==> config.mk <==
export PLATFORM = sky130hd
export DESIGN_NAME = cycle_sequencer
export DESIGN_NICKNAME = d
export VERILOG_FILES = /design/src/rtl/cycle_sequencer_pkg.sv /design/src/rtl/onehot_ring.sv /design/src/rtl/cycle_sequencer.sv
export SDC_FILE = /design/constraint.sdc
export NUM_CORES = 1
export LEC_CHECK = 0
export ABC_AREA = 1
export CORE_ASPECT_RATIO = 1.75
export CORE_MARGIN = 8
export CORE_UTILIZATION = 31
export CTS_CLUSTER_SIZE = 8
export DETAILED_ROUTE_END_ITERATION = 10
export HOLD_SLACK_MARGIN = 0.1
export PLACE_DENSITY = 0.61
export SLEW_MARGIN = 10
export SYNTH_ARGS = -nofsm -noshare
export SYNTH_HDL_FRONTEND = slang
export SYNTH_HIERARCHICAL = 1
export SYNTH_SLANG_ARGS = --single-unit
==> constraint.sdc <==
create_clock -name i_Clk -period 1.29 [get_ports i_Clk]
set_clock_uncertainty 0.05 [all_clocks]
set_input_delay 0.1935 -clock i_Clk [delete_from_list [all_inputs] [get_ports i_Clk]]
set_output_delay 0.1935 -clock i_Clk [all_outputs]
set_load 0.005 [all_outputs]
==> src/rtl/cycle_sequencer_pkg.sv <==
// Shared constants and decode helpers for the M-cycle / T-step sequencer.
package cycle_sequencer_pkg;

  localparam int unsigned STEP_W  = 4;
  localparam int unsigned COUNT_W = 8;
  localparam int unsigned IR_W    = 8;

  localparam logic [STEP_W-1:0]  STEP_RESET  = 4'b0001;
  localparam logic [COUNT_W-1:0] COUNT_RESET = 8'b0000_0001;
  localparam logic [IR_W-1:0]    NOP_OPCODE  = 8'h00;

  // One-hot decode of opcode bits [5:4].
  function automatic logic [3:0] decode_p(input logic [IR_W-1:0] ir);
    decode_p = 4'b0001 << ir[5:4];
  endfunction

  // One-hot decode of opcode bit 3.
  function automatic logic [1:0] decode_q(input logic [IR_W-1:0] ir);
    decode_q = ir[3] ? 2'b10 : 2'b01;
  endfunction

endpackage

==> src/rtl/onehot_ring.sv <==
// One-hot ring register with hold, load, rotate-left and saturate-at-MSB controls.
module onehot_ring #(
  parameter int unsigned      Width    = 4,
  parameter logic [Width-1:0] ResetVal = Width'(1),
  parameter logic [Width-1:0] LoadVal  = Width'(1)
) (
  input  logic             clk_i,
  input  logic             rst_ni,
  input  logic             hold_i,
  input  logic             load_i,
  input  logic             shift_i,
  input  logic             saturate_i,
  output logic [Width-1:0] q_o
);

  logic [Width-1:0] ring_d, ring_q;

  // Next-state: hold beats load beats shift; saturation stops the MSB from wrapping.
  always_comb begin
    ring_d = ring_q;
    if (hold_i) begin
      ring_d = ring_q;
    end else if (load_i) begin
      ring_d = LoadVal;
    end else if (shift_i) begin
      if (saturate_i && ring_q[Width-1]) begin
        ring_d = ring_q;
      end else begin
        ring_d = {ring_q[Width-2:0], ring_q[Width-1]};
      end
    end
  end

  // State register with synchronous active-low reset.
  always_ff @(posedge clk_i) begin
    if (!rst_ni) begin
      ring_q <= ResetVal;
    end else begin
      ring_q <= ring_d;
    end
  end

  assign q_o = ring_q;

endmodule

==> src/rtl/cycle_sequencer.sv <==
// T-step / M-cycle sequencer with instruction register and P/Q opcode decode.
module cycle_sequencer
  import cycle_sequencer_pkg::*;
(
  input  logic               i_Clk,
  input  logic               i_Rst_n,
  input  logic               i_Wait,
  input  logic               i_IR_Fetch,
  input  logic [IR_W-1:0]    i_Data,
  output logic [STEP_W-1:0]  o_Cycle_Step,
  output logic [COUNT_W-1:0] o_Cycle_Count,
  output logic [IR_W-1:0]    o_IR,
  output logic [3:0]         o_P,
  output logic [1:0]         o_Q,
  output logic               o_M_End,
  output logic               o_Instr_Start,
  output logic               o_Overrun
);

  logic [STEP_W-1:0]  step_q;
  logic [COUNT_W-1:0] count_q;
  logic [IR_W-1:0]    ir_d, ir_q;
  logic [3:0]         p_q;
  logic [1:0]         q_q;
  logic               start_d, start_q;
  logic               overrun_d, overrun_q;
  logic               wrap;
  logic               fetch_wrap;

  // A wrap only happens on the last T-step of a non-stalled clock.
  assign wrap       = step_q[STEP_W-1] & ~i_Wait;
  assign fetch_wrap = wrap & i_IR_Fetch;

  onehot_ring #(
    .Width    (STEP_W),
    .ResetVal (STEP_RESET),
    .LoadVal  (STEP_RESET)
  ) u_step_ring (
    .clk_i      (i_Clk),
    .rst_ni     (i_Rst_n),
    .hold_i     (i_Wait),
    .load_i     (1'b0),
    .shift_i    (1'b1),
    .saturate_i (1'b0),
    .q_o        (step_q)
  );

  onehot_ring #(
    .Width    (COUNT_W),
    .ResetVal (COUNT_RESET),
    .LoadVal  (COUNT_RESET)
  ) u_count_ring (
    .clk_i      (i_Clk),
    .rst_ni     (i_Rst_n),
    .hold_i     (i_Wait),
    .load_i     (fetch_wrap),
    .shift_i    (wrap & ~i_IR_Fetch),
    .saturate_i (1'b1),
    .q_o        (count_q)
  );

  // Next IR, start pulse and sticky overrun; stall freezes everything.
  always_comb begin
    ir_d      = ir_q;
    start_d   = start_q;
    overrun_d = overrun_q;
    if (!i_Wait) begin
      start_d = fetch_wrap;
      if (fetch_wrap) begin
        ir_d = i_Data;
      end
      if (wrap && !i_IR_Fetch && count_q[COUNT_W-1]) begin
        overrun_d = 1'b1;
      end
    end
  end

  // P/Q decode from next-IR so they change on the same edge as the IR.
  always_ff @(posedge i_Clk) begin
    if (!i_Rst_n) begin
      ir_q      <= NOP_OPCODE;
      p_q       <= decode_p(NOP_OPCODE);
      q_q       <= decode_q(NOP_OPCODE);
      start_q   <= 1'b0;
      overrun_q <= 1'b0;
    end else begin
      ir_q      <= ir_d;
      p_q       <= decode_p(ir_d);
      q_q       <= decode_q(ir_d);
      start_q   <= start_d;
      overrun_q <= overrun_d;
    end
  end

  assign o_Cycle_Step  = step_q;
  assign o_Cycle_Count = count_q;
  assign o_IR          = ir_q;
  assign o_P           = p_q;
  assign o_Q           = q_q;
  assign o_M_End       = step_q[STEP_W-1] & ~i_Wait;
  assign o_Instr_Start = start_q;
  assign o_Overrun     = overrun_q;

endmodule

======== Word level (Yosys, flattened, before mapping) ========
Cells that the tools add are included.
storage, ports and cells
  output and inout port bits .............. 29
  bits of input ports ..................... 12
  ROM bits ................................ 0
  word-level logic and storage cells ...... 30
  register bits after elaboration ......... 28
  RAM bits ................................ 0
  memories kept ........................... 0
  latch bits .............................. 0
cells by class
  order comparisons ....................... 0
  bitwise gates (word level) .............. 5
  muxes and demuxes ....................... 6
  $mul .................................... 0
  reduce and logical (&&, ||, !) cells .... 8
  shifts and indexed selects .............. 1
  equal/unequal tests ..................... 1
  add/subtract/negate cells ............... 0
  divide/modulo/power cells ............... 0
operator list
  operator                                          count
  two-way mux 8 bit                                 3
  two-way mux 6 bit                                 2
  AND reduction 2 bit                               3
  left shift 1 x 2 -> 4 bit (first input constant)  1
  AND 1 bit                                         3
  AND reduction 3 bit                               1
  logical AND 1 bit                                 2
  two-way mux 2 bit                                 1
  != test 2 bit (second input constant)             1
  inverter 1 bit                                    2
  nonzero test 2 bit                                1
  logical NOT 1 bit                                 1

======== Logic depth before layout (Yosys ltp) ========
  word-level depth ........................ 6
  gate-level depth with buffers ........... 8
  gate-level depth less buffers ........... 8

======== Modules after synthesis ========
Netlist, hierarchy kept.
by module, submodules not included
  module                      area an instance (um^2)  times used  cells each
  cycle_sequencer             558.0                    1           73
  onehot_ring (u_count_ring)  394.1                    1           58
  onehot_ring (u_step_ring)   205.2                    1           32

======== Least setup slack after synthesis ========
Ideal clock, no wire load.
  kind .................................... reg-to-reg
  start point ............................. reg u_step_ring.ring_q[3] (netlist: u_step_ring/q_o[3])
  end point ............................... reg u_count_ring.ring_q[0] (netlist: u_count_ring/q_o[0])
  setup slack ............................. -0.016 ns
  stages on the path, launching flop included .. 8
  library setup time ...................... 0.130 ns
  period minus slack after synthesis ...... 1.306 ns
  arrival ................................. 1.126 ns
  path through ............................ dfxtp_1 -> nand3_2 -> inv_1 -> inv_4 -> nand2_2 -> nand2_1 -> nand2_1 -> nand3_1
on the way
  word-level cells in the longest chain between the ends .. 4
  elaborated cells on any way between the ends .. 7
RTL lines
  what                                                                  line                   source
  from (decl)                                                           onehot_ring.sv:16      logic [Width-1:0] ring_d, ring_q;
  from (signal assigned)                                                onehot_ring.sv:37      ring_q <= ResetVal;
  from (signal assigned)                                                onehot_ring.sv:39      ring_q <= ring_d;
  AND 1 bit *                                                           cycle_sequencer.sv:31  assign wrap = step_q[STEP_W-1] & ~i_Wait;
  AND 1 bit *                                                           cycle_sequencer.sv:32  assign fetch_wrap = wrap & i_IR_Fetch;
  net fetch_wrap                                                        cycle_sequencer.sv:28  logic fetch_wrap;
  != test 2 bit (no line) / nonzero test 2 bit (equally long branches)  -
  AND reduction 3 bit (no line)                                         -
  to (signal assigned)                                                  onehot_ring.sv:37
  to (signal assigned)                                                  onehot_ring.sv:39
  to (decl)                                                             onehot_ring.sv:16
The timed path passes the listed nets; every way through them passes the cells marked *.
A chain may end at the register's enable or synchronous reset.

======== Worst setup path in the final report ========
  start point ............................. reg u_step_ring.ring_q[3] (netlist: u_step_ring/q_o[3])
  end point ............................... out o_Cycle_Step[3]
RTL lines
  what       line                   source
  to (decl)  cycle_sequencer.sv:10  output logic [STEP_W-1:0] o_Cycle_Step,
No word-level cell between the ends.

==> impl_results.md <==
- Via-to-Cell Ratio: 4.38
- Design area: 1840 um2
- Clock tree sinks: 27
- Clock insertion delay at the later pin of the skew report: 260 ps
- Clock tree from TritonCTS: yes
- Sum Neg Setup Slack: 0 ps
- Combinational Power Share: 16.7%
- Number of cells on the worst reg-to-reg path: 7
- Worst hold stages: 2
- Via count of the first global-routing pass: 1200
- Final estimated routing congestion in global placement: 0.729
- Number of rows in the core area: 29
- Post-synthesis register bit count: 27
- CTS clock-pin slew for the worst setup and hold paths: 90 ps
- Type of origin of the critical path: flop
- Share of cell area taken by muxes after synthesis: 0%
- Placement-stage cell area: 1720 um2
- Startpoint of the worst register-to-register path: u_step_ring/q_o[3]
- Source of the worst hold timing path: o_Overrun
- Area growth, synth to finish: 59.0%
- Yosys synthesis warning count: 6
- Status: finished clean
- Gate count of the mapped netlist: 163
- Final-layout fill cell count: 375
- Total global routing overflow: 0
- Cell Pwr Density: 874 nW/um2
- Number of port buffers: 40
- Count of final hold-check violations: 0
- Number of placed I/O pins: 41
- Top fanout value on the critical path: 5
- Final critical delay including setup and external delays: 1210 ps
- NetSw: 0.387 mW
- Required arrival time at the worst endpoint: 1050 ps
- DRC violation total after the first TritonRoute iteration: 11
- Antenna violations before repair: 0
- Cells taking the most area after synthesis: sky130_fd_sc_hd__dfxtp_1 47%, sky130_fd_sc_hd__nand2_1 16%, sky130_fd_sc_hd__a21oi_1 7.4%
- Reported leakage power: 0.939 nW
- Antenna Nets Post-Route: 0
- Maximum number of pins on one net before global-route repair: 17
- Sequential area share after synthesis: 46.7%
- Maxcap violations: 0
- Cell with the most instances after synthesis: sky130_fd_sc_hd__nand2_1
- Synth Area in Compound Gates: 8.86%
- Prevailing post-synth register cell: sky130_fd_sc_hd__dfxtp_1
- First-pass GRT wire length: 5100 um
- Post-synthesis simple-gate area fraction: 35.0%
- Number of distinct library cells after synthesis: 21
- Max Transition Viols Final: 0
- Cell type with the highest aggregate area in the netlist: sky130_fd_sc_hd__dfxtp_1
- Share of synthesized cell area in full adder, half adder and majority cells: 0%
- Total standard cell area after synthesis: 1160 um2
- Leading cell types by count after synthesis: 49 x sky130_fd_sc_hd__nand2_1, 27 x sky130_fd_sc_hd__dfxtp_1, 17 x sky130_fd_sc_hd__a21oi_1
- Clock Path Buffers: 2
- Core box area: 3590 um2
- Average routed wire per standard cell: 10.7 um
- CTS Hold Bufs: 0
- Critical path class: reg2out
- Reg2Reg Setup Slack: 80 ps
- Net count reported at finish: 242
- Async set-or-reset flop fraction in the synthesized netlist: 0%
- Starting density of the core: 32.2%
- Clock share of power: 28.6%
- Total clock buffers created by CTS: 3
- Die extent in x: 62.2 um
- Capture instance of the worst register-to-register path: u_count_ring/q_o[0]
- H-tree depth reported by CTS: 1
- All-layer global routing usage: 9.83%
- Root buffer selected by CTS: sky130_fd_sc_hd__clkbuf_8
- WHS Endpoint: o_Overrun
- Post-route fraction of the period consumed by the critical path: 94.1%
- Die ar.: 6020 um2
- Estimated wirelength of the detail-placed design: 2300 um
- XOR/XNOR Fraction of Synth Area: 0%
- Final WL: 2940 um
- DRC Markers: 0
- Worst EP arrival: 970 ps
- Number of detailed-routing iterations run before antenna repair: 4
- Class of the tightest hold or removal check: reg2reg
- Number of non-filler instances in the completed layout: 275
- Combinational family with the most area after synthesis: simple AND/OR/NAND/NOR gates
- Via count: 1205
- Mean instance size in the synthesized netlist: 7.10 um2
- Part of the power in registers: 54.7%
- Number of antenna cells inserted: 0
- Die Y-Extent: 96.8 um
- Layout cell share with drive strength beyond 1: 22.3%
- Cell internal power dissipation: 1.22 mW
- Critical Path Sink Type: primary output
- Placed cells: 262
- Switching portion of total power: 24.0%
- Peak supply drop: 0.533 mV
- Top cell type's share of synthesized area: 46.7%
- Timing-limited maximum frequency: 0.824 GHz
- Number of enable flip-flop cells after synthesis: 0
- Final count of negative-setup-slack endpoints: 0
- Post-layout util: 51.2%
worst max-delay path, cell delays in order, from the launching register on:
cell and delay, ps:
sky130_fd_sc_hd__dfxtp_2 330, sky130_fd_sc_hd__buf_6 120, sky130_fd_sc_hd__dlygate4sd2_1 260
final cells by class:
cell class,instances,area (um2),area share [%]
Timing Repair Buffer,60,541,29.4
Inverter,19,78.8,4.28
Sequential cell,27,561,30.5
Tap cell,46,57.6,3.13
Multi-Input combinational cell,119,558,30.3
Clock buffer,4,45.0,2.45
routing by layer:
metal | GRT usage, % | up-vias | share of wire, %
met1 | 9.30 | 540 | 38
met5 | 0 | - | 0
met3 | 2.89 | 2 | 4.9
met4 | 3.25 | 0 | 0.92
met2 | 19.1 | 19 | 56
li1 | - | 644 | -
power by group through the flow:
stage	Sequential [mW]	Combinational [mW]	Clock, mW
after global placement	0.900	0.267	0
after floorplan	0.904	0.112	0
after CTS	0.881	0.261	0.485
after detailed placement	0.900	0.267	0
final	0.881	0.268	0.460
after global routing	0.885	0.301	0.518
state kept, by name (all words and copies together), names as in the netlist, named ones only:
name              count
u_count_ring/q_o      8
o_IR                  7
o_P                   4
u_step_ring/q_o       4
o_Instr_Start         1
o_Overrun             1
o_Q                   1
cell families after synthesis:
kind of cell           count (synthesis)
other                                  2
DFF                                   27
AOI/OAI and AO/OA                     20
and+or+nand+nor                       91
buffers and inverters                 23
metrics by stage:
| step | hold WS, ps | power [mW] | setup WS, ps |
|---|---|---|---|
| 2_1_floorplan | 212 | 1.02 | 9.13 |
| 4_1_cts | 410 | 1.63 | 4.64 |
| 5_1_grt | 430 | 1.71 | -20.8 |
| 3_3_place_gp | 397 | 1.17 | -376 |
| 3_5_place_dp | 398 | 1.17 | -391 |
| 6_report | 406 | 1.61 | 76.6 |
placed cells by master, fill, tap and decap left out, drive strengths merged:
master and n:
o21ai 2, inv 19, nand3 10, o211ai 1, nand2 52, dlygate4sd2 29
conb 8, clkbuf 5, buf 20, nor2 15, or2 2, a21oi 17
nor3 1, dlymetal6s2s 1, clkdlybuf4s50 9, nand4 11, dfxtp 27
repair_timing:
item | 4_1_cts | 5_1_grt
endpoints found under the setup margin | 36 | 11
resized for setup | 48 | 8
pin swaps | 1 | 2
setup buffers | 7 | 2
endpoints found under the hold margin | 0 | 0
worst max-delay path by stage:
| stage | start | endpoint |
|---|---|---|
| 2_1_floorplan | u_step_ring/q_o[3] | u_count_ring/q_o[0] |
| 3_3_place_gp | i_Wait | o_M_End |
| 3_5_place_dp | i_Wait | o_M_End |
| 4_1_cts | u_step_ring/q_o[3] | o_M_End |
| 5_1_grt | u_step_ring/q_o[3] | u_count_ring/q_o[2] |
| 6_report | u_step_ring/q_o[3] | o_Cycle_Step[3] |
Note: power is estimated with default switching activity, not from simulation.
